$ cat src/rtl/err_stat_mon_pkg.sv
// Shared types and default constants for the approximate-adder error statistics monitor.
package err_stat_mon_pkg;

  localparam int DEF_WIDTH      = 32;
  localparam int DEF_ER_THRESH1 = 8;

  typedef enum logic [1:0] {
    ST_IDLE  = 2'd0,
    ST_RUN   = 2'd1,
    ST_DRAIN = 2'd2,
    ST_DONE  = 2'd3
  } state_e;

  typedef logic [63:0] acc_t;

endpackage

$ cat src/rtl/err_stat_mon_calc.sv
// Combinational error evaluation of one sample: exact sum, signed/absolute error,
// exact flag and upper-part correctness flag.
module err_calc
  import err_stat_mon_pkg::*;
#(
  parameter int WIDTH      = DEF_WIDTH,
  parameter int ER_THRESH1 = DEF_ER_THRESH1
) (
  input  logic [WIDTH-1:0] a,
  input  logic [WIDTH-1:0] b,
  input  logic [WIDTH-1:0] s_appr,
  output logic [WIDTH-1:0] exact,
  output acc_t             err_ext,
  output logic [WIDTH:0]   abs_err,
  output logic             is_exact,
  output logic             hi_ok
);

  localparam int HI_W = WIDTH - ER_THRESH1;

  logic signed [WIDTH:0] err;
  logic [HI_W-1:0]       hi_sum;

  always_comb begin
    exact    = a + b;
    // Both operands are treated as two's complement, so the difference needs one extra bit.
    err      = $signed({s_appr[WIDTH-1], s_appr}) - $signed({exact[WIDTH-1], exact});
    abs_err  = err[WIDTH] ? $unsigned(-err) : $unsigned(err);
    err_ext  = {{(63-WIDTH){err[WIDTH]}}, err};
    is_exact = (err == '0);
    hi_sum   = a[WIDTH-1:ER_THRESH1] + b[WIDTH-1:ER_THRESH1];
    hi_ok    = (s_appr[WIDTH-1:ER_THRESH1] == hi_sum);
  end

endmodule

$ cat src/rtl/err_stat_mon.sv
// Measurement-run controller: accepts n_samples operand/sum triples and accumulates
// error statistics of an approximate adder through a two-stage pipeline.
//
//   state    | meaning
//   ---------+--------------------------------------------------------------
//   ST_IDLE  | waiting for start; statistics of the last run are held
//   ST_RUN   | accepting samples until n_samples have transferred
//   ST_DRAIN | input closed, waiting for the pipeline to empty
//   ST_DONE  | one-cycle done pulse, then back to idle
module err_stat_mon
  import err_stat_mon_pkg::*;
#(
  parameter int WIDTH      = DEF_WIDTH,
  parameter int ER_THRESH1 = DEF_ER_THRESH1
) (
  input  logic             clk,
  input  logic             rst,
  input  logic             start,
  input  logic [31:0]      n_samples,
  input  logic             in_valid,
  output logic             in_ready,
  input  logic [WIDTH-1:0] a,
  input  logic [WIDTH-1:0] b,
  input  logic [WIDTH-1:0] s_appr,
  output logic             busy,
  output logic             done,
  output logic [31:0]      cnt,
  output logic [63:0]      err_sum,
  output logic [63:0]      abs_err_sum,
  output logic [WIDTH:0]   max_abs_err,
  output logic [31:0]      n_exact,
  output logic [31:0]      n_hi_ok
);

  state_e           state_q, state_d;
  logic [31:0]      n_q, n_d;
  logic [31:0]      acc_cnt_q, acc_cnt_d;
  logic             in_ready_q, in_ready_d;
  logic             busy_q, busy_d;
  logic             done_q, done_d;
  logic             s1_vld_q, s1_vld_d;
  logic [WIDTH-1:0] s1_a_q, s1_a_d;
  logic [WIDTH-1:0] s1_b_q, s1_b_d;
  logic [WIDTH-1:0] s1_s_q, s1_s_d;
  logic [31:0]      cnt_q, cnt_d;
  acc_t             err_sum_q, err_sum_d;
  acc_t             abs_sum_q, abs_sum_d;
  logic [WIDTH:0]   max_q, max_d;
  logic [31:0]      n_exact_q, n_exact_d;
  logic [31:0]      n_hi_ok_q, n_hi_ok_d;

  logic             xfer;
  logic [WIDTH-1:0] c_exact;
  acc_t             c_err_ext;
  logic [WIDTH:0]   c_abs_err;
  logic             c_is_exact;
  logic             c_hi_ok;

  err_calc #(
    .WIDTH      (WIDTH),
    .ER_THRESH1 (ER_THRESH1)
  ) u_err_calc (
    .a        (s1_a_q),
    .b        (s1_b_q),
    .s_appr   (s1_s_q),
    .exact    (c_exact),
    .err_ext  (c_err_ext),
    .abs_err  (c_abs_err),
    .is_exact (c_is_exact),
    .hi_ok    (c_hi_ok)
  );

  assign xfer = in_valid & in_ready_q;

  always_comb begin
    state_d    = state_q;
    n_d        = n_q;
    acc_cnt_d  = acc_cnt_q;
    in_ready_d = in_ready_q;
    busy_d     = busy_q;
    done_d     = 1'b0;
    s1_vld_d   = xfer;
    s1_a_d     = s1_a_q;
    s1_b_d     = s1_b_q;
    s1_s_d     = s1_s_q;
    cnt_d      = cnt_q;
    err_sum_d  = err_sum_q;
    abs_sum_d  = abs_sum_q;
    max_d      = max_q;
    n_exact_d  = n_exact_q;
    n_hi_ok_d  = n_hi_ok_q;

    if (xfer) begin
      s1_a_d = a;
      s1_b_d = b;
      s1_s_d = s_appr;
    end

    // Stage 2: fold the registered sample into the statistics.
    if (s1_vld_q) begin
      cnt_d     = cnt_q + 32'd1;
      err_sum_d = err_sum_q + c_err_ext;
      abs_sum_d = abs_sum_q + {{(63-WIDTH){1'b0}}, c_abs_err};
      if (c_abs_err > max_q) max_d = c_abs_err;
      if (c_is_exact) n_exact_d = n_exact_q + 32'd1;
      if (c_hi_ok) n_hi_ok_d = n_hi_ok_q + 32'd1;
    end

    case (state_q)
      ST_IDLE: begin
        if (start) begin
          n_d       = n_samples;
          acc_cnt_d = '0;
          cnt_d     = '0;
          err_sum_d = '0;
          abs_sum_d = '0;
          max_d     = '0;
          n_exact_d = '0;
          n_hi_ok_d = '0;
          if (n_samples == 32'd0) begin
            state_d = ST_DONE;
            done_d  = 1'b1;
          end else begin
            state_d    = ST_RUN;
            busy_d     = 1'b1;
            in_ready_d = 1'b1;
          end
        end
      end
      ST_RUN: begin
        if (xfer) begin
          acc_cnt_d = acc_cnt_q + 32'd1;
          if (acc_cnt_q + 32'd1 == n_q) begin
            in_ready_d = 1'b0;
            state_d    = ST_DRAIN;
          end
        end
      end
      ST_DRAIN: begin
        if (!s1_vld_q) begin
          state_d = ST_DONE;
          busy_d  = 1'b0;
          done_d  = 1'b1;
        end
      end
      ST_DONE: state_d = ST_IDLE;
      default: state_d = ST_IDLE;
    endcase
  end

  always_ff @(posedge clk) begin
    if (rst) begin
      state_q    <= ST_IDLE;
      n_q        <= '0;
      acc_cnt_q  <= '0;
      in_ready_q <= 1'b0;
      busy_q     <= 1'b0;
      done_q     <= 1'b0;
      s1_vld_q   <= 1'b0;
      s1_a_q     <= '0;
      s1_b_q     <= '0;
      s1_s_q     <= '0;
      cnt_q      <= '0;
      err_sum_q  <= '0;
      abs_sum_q  <= '0;
      max_q      <= '0;
      n_exact_q  <= '0;
      n_hi_ok_q  <= '0;
    end else begin
      state_q    <= state_d;
      n_q        <= n_d;
      acc_cnt_q  <= acc_cnt_d;
      in_ready_q <= in_ready_d;
      busy_q     <= busy_d;
      done_q     <= done_d;
      s1_vld_q   <= s1_vld_d;
      s1_a_q     <= s1_a_d;
      s1_b_q     <= s1_b_d;
      s1_s_q     <= s1_s_d;
      cnt_q      <= cnt_d;
      err_sum_q  <= err_sum_d;
      abs_sum_q  <= abs_sum_d;
      max_q      <= max_d;
      n_exact_q  <= n_exact_d;
      n_hi_ok_q  <= n_hi_ok_d;
    end
  end

  assign in_ready    = in_ready_q;
  assign busy        = busy_q;
  assign done        = done_q;
  assign cnt         = cnt_q;
  assign err_sum     = err_sum_q;
  assign abs_err_sum = abs_sum_q;
  assign max_abs_err = max_q;
  assign n_exact     = n_exact_q;
  assign n_hi_ok     = n_hi_ok_q;

endmodule

$ cat config.mk
export PLATFORM = sky130hd
export DESIGN_NAME = err_stat_mon
export DESIGN_NICKNAME = d
export VERILOG_FILES = /design/src/rtl/err_stat_mon_pkg.sv /design/src/rtl/err_stat_mon_calc.sv /design/src/rtl/err_stat_mon.sv
export SDC_FILE = /design/constraint.sdc
export NUM_CORES = 1
export LEC_CHECK = 0
export BUFFER_PORTS_ARGS = -buffer_cell sky130_fd_sc_hd__buf_2
export CAP_MARGIN = 20
export CORE_MARGIN = 5
export CORE_UTILIZATION = 56
export CTS_BUF_LIST = sky130_fd_sc_hd__clkbuf_8
export CTS_CLUSTER_DIAMETER = 60
export DETAILED_ROUTE_END_ITERATION = 7
export PLACE_DENSITY = 0.89
export SETUP_SLACK_MARGIN = 0.15
export SLEW_MARGIN = 30
export SYNTH_ARGS = -nofsm -noshare
export SYNTH_HDL_FRONTEND = slang
export SYNTH_SLANG_ARGS = --single-unit
$ cat constraint.sdc
create_clock -name clk -period 9.79 [get_ports clk]
set_input_delay 1.4685 -clock clk [delete_from_list [all_inputs] [get_ports clk]]
set_output_delay 1.4685 -clock clk [all_outputs]
set_load 0.02 [all_outputs]
==> flow_summary.ini, run 1 <==
[sta]
setup_violations = 0
grt_setup_unrepaired = no
hold_viol_final = 0
slew_viol_final = 0
holdWs_ns = 0.459
fin_crit_ns = 8.89
timing.final.crit_share = 0.909
fin_tns_setup_ns = 0
relSlewSlack = 0.397
skew_ns = 0.0459
worstMarginPinSlew_ns = 0.905
fmax_mhz = 112

[placement]
hpwl_um = 67300
port_buffers = 391
finalWeightedCongestion = 1.02

[critical_path]
cp_common_cell = o21ai_0
end_kind = flip-flop
r2r-start = s1_b_q[0]$_SDFFE_PP0P_
cp_max_fo = 34
crit_slowest_cell = o31ai_1
cp-start-kind = flip-flop
max_stage_delay_ns = 0.51
arrival_ns = 9.49
cp.required_ns = 10.39
startpoint = s1_b_q[0]$_SDFFE_PP0P_
path_class = flip-flop to flip-flop

[yosys]
synth_ff_type = dfxtp_1
synth_common_cells = nand2_1 (543), a21oi_1 (438), dfxtp_1 (423), nor2_1 (292), ha_1 (202)
synth_edf_count = 0
netlist_area_um2 = 28900
avgSynthCellArea_um2 = 7.63
synth_area_leaders = dfxtp_1 (29%), ha_1 (8.7%), a21oi_1 (7.6%)
synthAdderAreaFrac = 0.0908
yosysWarnings = 0
synth_top_family_by_area = simple AND/OR/NAND/NOR gates
synth_top_area_frac = 0.293
synthMuxAreaShare = 0.0219
synth_most_common_cell = nand2_1
syn-num-nets = 4131
seq_area_frac_synth = 0.293
async_reset_ff_frac = 0
synth.distinct_cells = 91
synth_top_area_cell = dfxtp_1
yosys.area_share.simple = 0.232
syn_inst = 3792
synth-compound-area-share = 0.231
synth_xor_area_frac = 0.0877
ys_ff_latch = 423

[power_and_ir_drop]
power_density_nw_per_um2 = 314
leakage_nw = 14.1
internal_power_mw = 5.20
p_sw_frac = 0.497
vdd_drop_max_mv = 0.236
pwr-share-seq = 0.195
p_comb_frac = 0.644
power_switching_mw = 5.13
pwr-share-clk = 0.162
finalPower_mw = 10.3

[global_route]
grtUsageTotal = 0.298
top_usage_layer = met2
grt_use_met1 = 0.395
use_met2 = 0.485
grt_max_degree = 100
grt_remaining_overflow = 0
grt_pass1_vias = 27100
grt_pass1_wl_um = 141000
grt_util_met3 = 0.0643
antenna_found_initial = 2

[cts]
clock_path_buffers = 3
clock-root-buffer = clkbuf_8
numCtsBuffers = 76
cts_tree = done
cts-htree-levels = 3
path_clk_slew_ns = 0.06
postCtsSetupBuffers = 0
clkLatencyLatePin_ns = 0.70
cts_hold_buf = 0
numClockSinks = 423
cts_resized = 0

[drt]
drt_iter0_drc = 2765
vias_per_cell = 6.08
routed-via-count = 29400
firstDrtPassIters = 6
drc = 0
drt-wirelength-per-cell_um = 18.5
drt_wl_total_um = 89500
antenna_left = 0

[die]
num_rows = 83
die_area_um2 = 56300
die_y_um = 237
dieWidth_um = 237
boundaryPins = 392
initial_core_util = 0.564
core_um2 = 51300

[final_layout]
final_nets = 4442
ff_latch_area_um2 = 8470
area_growth_pct = 13.6
fillers = 4454
drive_gt1_frac = 0.143
multiInputGateArea_um2 = 19300

[worst_hold_path]
hold_path.class = flip-flop to flip-flop
worstHoldStart = s1_s_q[6]$_SDFFE_PP0P_

[job]
cap_violations = 0

[outcome]
outcome = complete, no violations
power groups by stage:
stage	clock, mW	sequential, mW	combinational (mW)
CTS	1.70	2.01	6.50
finish	1.67	2.01	6.65
global placement	0	2.04	6.31
floorplan	0	2.08	4.76
global route	1.79	2.03	7.29
detailed placement	0	2.04	6.44
layer usage:
layer	routed length (um)	vias up	share of wire
met2	40900	1314	0.46
met5	12	-	0.00013
met3	8150	214	0.091
met4	3060	2	0.034
li1	-	14200	-
met1	37300	13700	0.42
critical path: cells and delay by family, from the launching register on:
kind                     cells  cell delay, ns
XOR/XNOR                     1            0.17
adder cells (fa/ha/maj)      4            1.33
AND/OR/NAND/NOR              4            1.30
buffers and inverters        4            1.05
AO/OA/AOI/OAI               22            4.55
flip-flops                   1            0.34
sequential cells by signal, summed over array words and instances, names as in the netlist, 32 cells and up:
| register | cells |
|---|---|
| acc_cnt_q | 32 |
| s1_b_q | 32 |
| err_sum | 64 |
| s1_a_q | 32 |
| s1_s_q | 32 |
| n_q | 32 |
| cnt | 32 |
| abs_err_sum | 64 |
| n_exact | 32 |
| max_abs_err | 33 |
| n_hi_ok | 32 |
per-stage QoR:
stage / instances / util / worst slack, ns / cell area, um^2
6_report: 4840 / 0.641 / 0.895 / 32900
3_3_place_gp: 4704 / 0.610 / 1.02 / 31300
5_1_grt: 4840 / 0.641 / 0.231 / 32900
4_1_cts: 4838 / 0.640 / 0.853 / 32800
3_5_place_dp: 4704 / 0.610 / 0.894 / 31300
2_1_floorplan: 3792 / - / 1.32 / 28900
layout by cell type (no fill, tap or decap), types with 19 or more instances in the layout:
cell | netlist | final
nand4_1 | 72 | 72
buf_4 | 0 | 29
and3_1 | 53 | 53
and2_1 | 32 | 32
buf_2 | 7 | 390
nor3_1 | 80 | 79
o211ai_1 | 29 | 29
o21a_1 | 33 | 33
or3_1 | 40 | 40
nand2b_1 | 20 | 19
a21oi_1 | 438 | 438
o21ai_0 | 187 | 186
nand2_1 | 543 | 541
a31oi_1 | 25 | 24
or4_1 | 42 | 42
clkbuf_8 | 0 | 91
o21bai_1 | 26 | 26
mux2i_1 | 61 | 61
ha_1 | 202 | 202
nor4_1 | 36 | 35
inv_1 | 141 | 167
xnor2_1 | 189 | 189
dfxtp_1 | 423 | 422
nor2_1 | 292 | 290
nand3_1 | 105 | 103
xor2_1 | 99 | 99
nor2b_1 | 31 | 31
a211oi_1 | 41 | 41
a21o_1 | 101 | 101
o31ai_1 | 37 | 37
area by class of cell:
class                      count  share of cell area
antenna                        1           0.0000761
clock buffer                  91              0.0381
clock inverter                43             0.00822
inverter                     143              0.0163
multi-input combinational   3038               0.587
sequential                   423               0.258
tap                          680              0.0259
timing repair buffer         421              0.0671
logic make-up (layout without fill, tap and decap cells):
logic type	count (synthesis)	in the layout
compound gates	1072	1072
flops	423	423
fa+ha+maj	207	207
simple gates	1407	1407
other cells	0	1
mux	63	63
buf+inv	331	698
xor+xnor	289	289
worst paths after layout:
| kind | end | slack [ns] | depth (start not counted) |
|---|---|---|---|
| setup reg to reg | err_sum[63]$_SDFF_PP0_ | 0.90 | 35 |
| setup / recovery | err_sum[63]$_SDFF_PP0_ | 0.90 | 35 |
| hold reg to reg | s1_s_q[6]$_SDFFE_PP0P_ | 0.46 | 2 |
| hold / removal | s1_s_q[6]$_SDFFE_PP0P_ | 0.46 | 2 |
Power figures use the tool's default switching activity.
==> run 2: changes to the inputs <==
PLACE_DENSITY = 0.78   (was 0.89)
==> run 2 against run 1 <==
Worst setup slack better by 0.22 ns; register-to-register slack gained 0.22 ns; fmax grew 2.6%; sequential share of layout area grew 0.051 points; design area shrank 0.20%; worst hold slack got worse by 0.0030 ns; combinational power down 2%; first-iteration DRC count is 17% lower; power down 1.1%; critical path depth is 3 higher; largest power group unchanged; highest routed layer is now met4.
==> flow_summary.ini, run 2 (synthesis results as in run 1) <==
[outcome]
outcome = complete, no violations

[final_layout]
mostFrequentLayoutCells = nand2_1 (542), a21oi_1 (438), dfxtp_1 (422), buf_2 (390), nor2_1 (290)
final_nets = 4443
antenna_cells = 0
drive_gt1_frac = 0.143
final_common_cell = nand2_1
area_growth_pct = 13.4
instances_no_fill = 4838

[cts]
cts_hold_buf = 0
clkLatencyLatePin_ns = 0.67
clock_path_buffers = 3
numCtsBuffers = 77
cts_tree = done
cts_resized = 0
cts-htree-levels = 3
postCtsSetupBuffers = 0
numClockSinks = 423
clock-root-buffer = clkbuf_8
path_clk_slew_ns = 0.06

[global_route]
grt_pass1_wl_um = 139000
grtUsageTotal = 0.293
top_usage_layer = met2
grt_util_met3 = 0.0543
grt_remaining_overflow = 0
grt_max_degree = 100
grt_pass1_vias = 26400
antenna_found_initial = 0
use_met2 = 0.461
grt_use_met1 = 0.407

[die]
initial_core_util = 0.564
boundaryPins = 392
num_rows = 83
dieWidth_um = 237
die_y_um = 237
die_area_um2 = 56300
core_um2 = 51300

[worst_hold_path]
hold_path.class = flip-flop to flip-flop
worstHoldStart = s1_s_q[0]$_SDFFE_PP0P_

[sta]
slew_viol_final = 0
setup_violations = 0
fmax_mhz = 115
timing.final.crit_share = 0.886
fin_tns_setup_ns = 0
hold_viol_final = 0
worstMarginPinSlew_ns = 0.966
skew_ns = 0.0276
relSlewSlack = 0.351
grt_setup_unrepaired = no
fin_crit_ns = 8.67

[critical_path]
cp-start-kind = flip-flop
cp.required_ns = 10.37
startpoint = s1_a_q[0]$_SDFFE_PP0P_
end_kind = flip-flop
cp_common_cell = o21ai_0
cp_max_fo = 30
crit_slowest_cell = o32ai_4
path_class = flip-flop to flip-flop
arrival_ns = 9.25
r2r-start = s1_a_q[0]$_SDFFE_PP0P_
max_stage_delay_ns = 0.61

[drt]
drt_wl_total_um = 87600
drt-wirelength-per-cell_um = 18.1
vias_per_cell = 5.98
drc = 0
firstDrtPassIters = 5
routed-via-count = 28900
drt_iter0_drc = 2287
antenna_left = 0

[power_and_ir_drop]
vdd_drop_max_mv = 0.238
power_density_nw_per_um2 = 311
leakage_nw = 14.1

[placement]
hpwl_um = 66000
port_buffers = 391
post-place-cells = 4705
finalWeightedCongestion = 1.03

[job]
cap_violations = 0
-- run 2: cell count changes in the layout (fill, tap and decap cells not counted), moves of 2 or more --
cell / delta
clkinv_8: -3
clkinv_2: +5
nor4b_2: -2
clkbuf_8: +3
nor4b_1: +2
inv_1: -4
-- run 2: worst max-delay path, delay by kind of cell, from the launching register on --
family                   cells  cell delay, ns
AND/OR/NAND/NOR              8            1.41
XOR/XNOR                     1            0.17
flip-flops                   1            0.31
adder cells (fa/ha/maj)      4            1.31
AO/OA/AOI/OAI               21            4.62
buffers and inverters        4            0.74
-- run 2: stage by stage --
step                setup WS, ns  power, mW  hold slack [ns]   util  area [um^2]
floorplan                   1.32       6.84            0.436      -        28900
global placement            1.38       8.34            0.447  0.610        31300
detailed placement          1.25       8.42            0.452  0.610        31300
CTS                         1.23       10.1            0.459  0.640        32800
global route               0.252       11.0            0.480  0.640        32800
finish                      1.12       10.2            0.456  0.640        32800
-- run 2: worst paths after layout --
kind	depth (start not counted)	slack, ns	endpoint
worst max-delay path	38	1.12	abs_err_sum[46]$_SDFF_PP0_
worst min-delay path	2	0.46	s1_s_q[0]$_SDFFE_PP0P_
worst max register to register	38	1.12	abs_err_sum[46]$_SDFF_PP0_
worst min register to register	2	0.46	s1_s_q[0]$_SDFFE_PP0P_
-- run 2: power breakdown --
group,leakage (nW),total (mW),internal (mW),switching (mW)
sequential,3.42,2.01,1.87,0.138
clock,0.856,1.66,0.893,0.771
combinational,9.83,6.55,2.43,4.12
total,14.1,10.2,5.19,5.03
-- run 2: layout make-up --
class | instances | area [um^2]
inverter | 143 | 538
clock inverter | 39 | 210
sequential | 423 | 8470
clock buffer | 94 | 1290
multi-input combinational | 3038 | 19300
tap | 680 | 851
timing repair buffer | 421 | 2190
fill | 4677 | 18500
-- run 2: metal layers --
metal / part of all wire / wire [um]
met1: 0.45 / 39100
met3: 0.076 / 6620
met2: 0.44 / 38500
met4: 0.038 / 3360
met5: 0 / 0
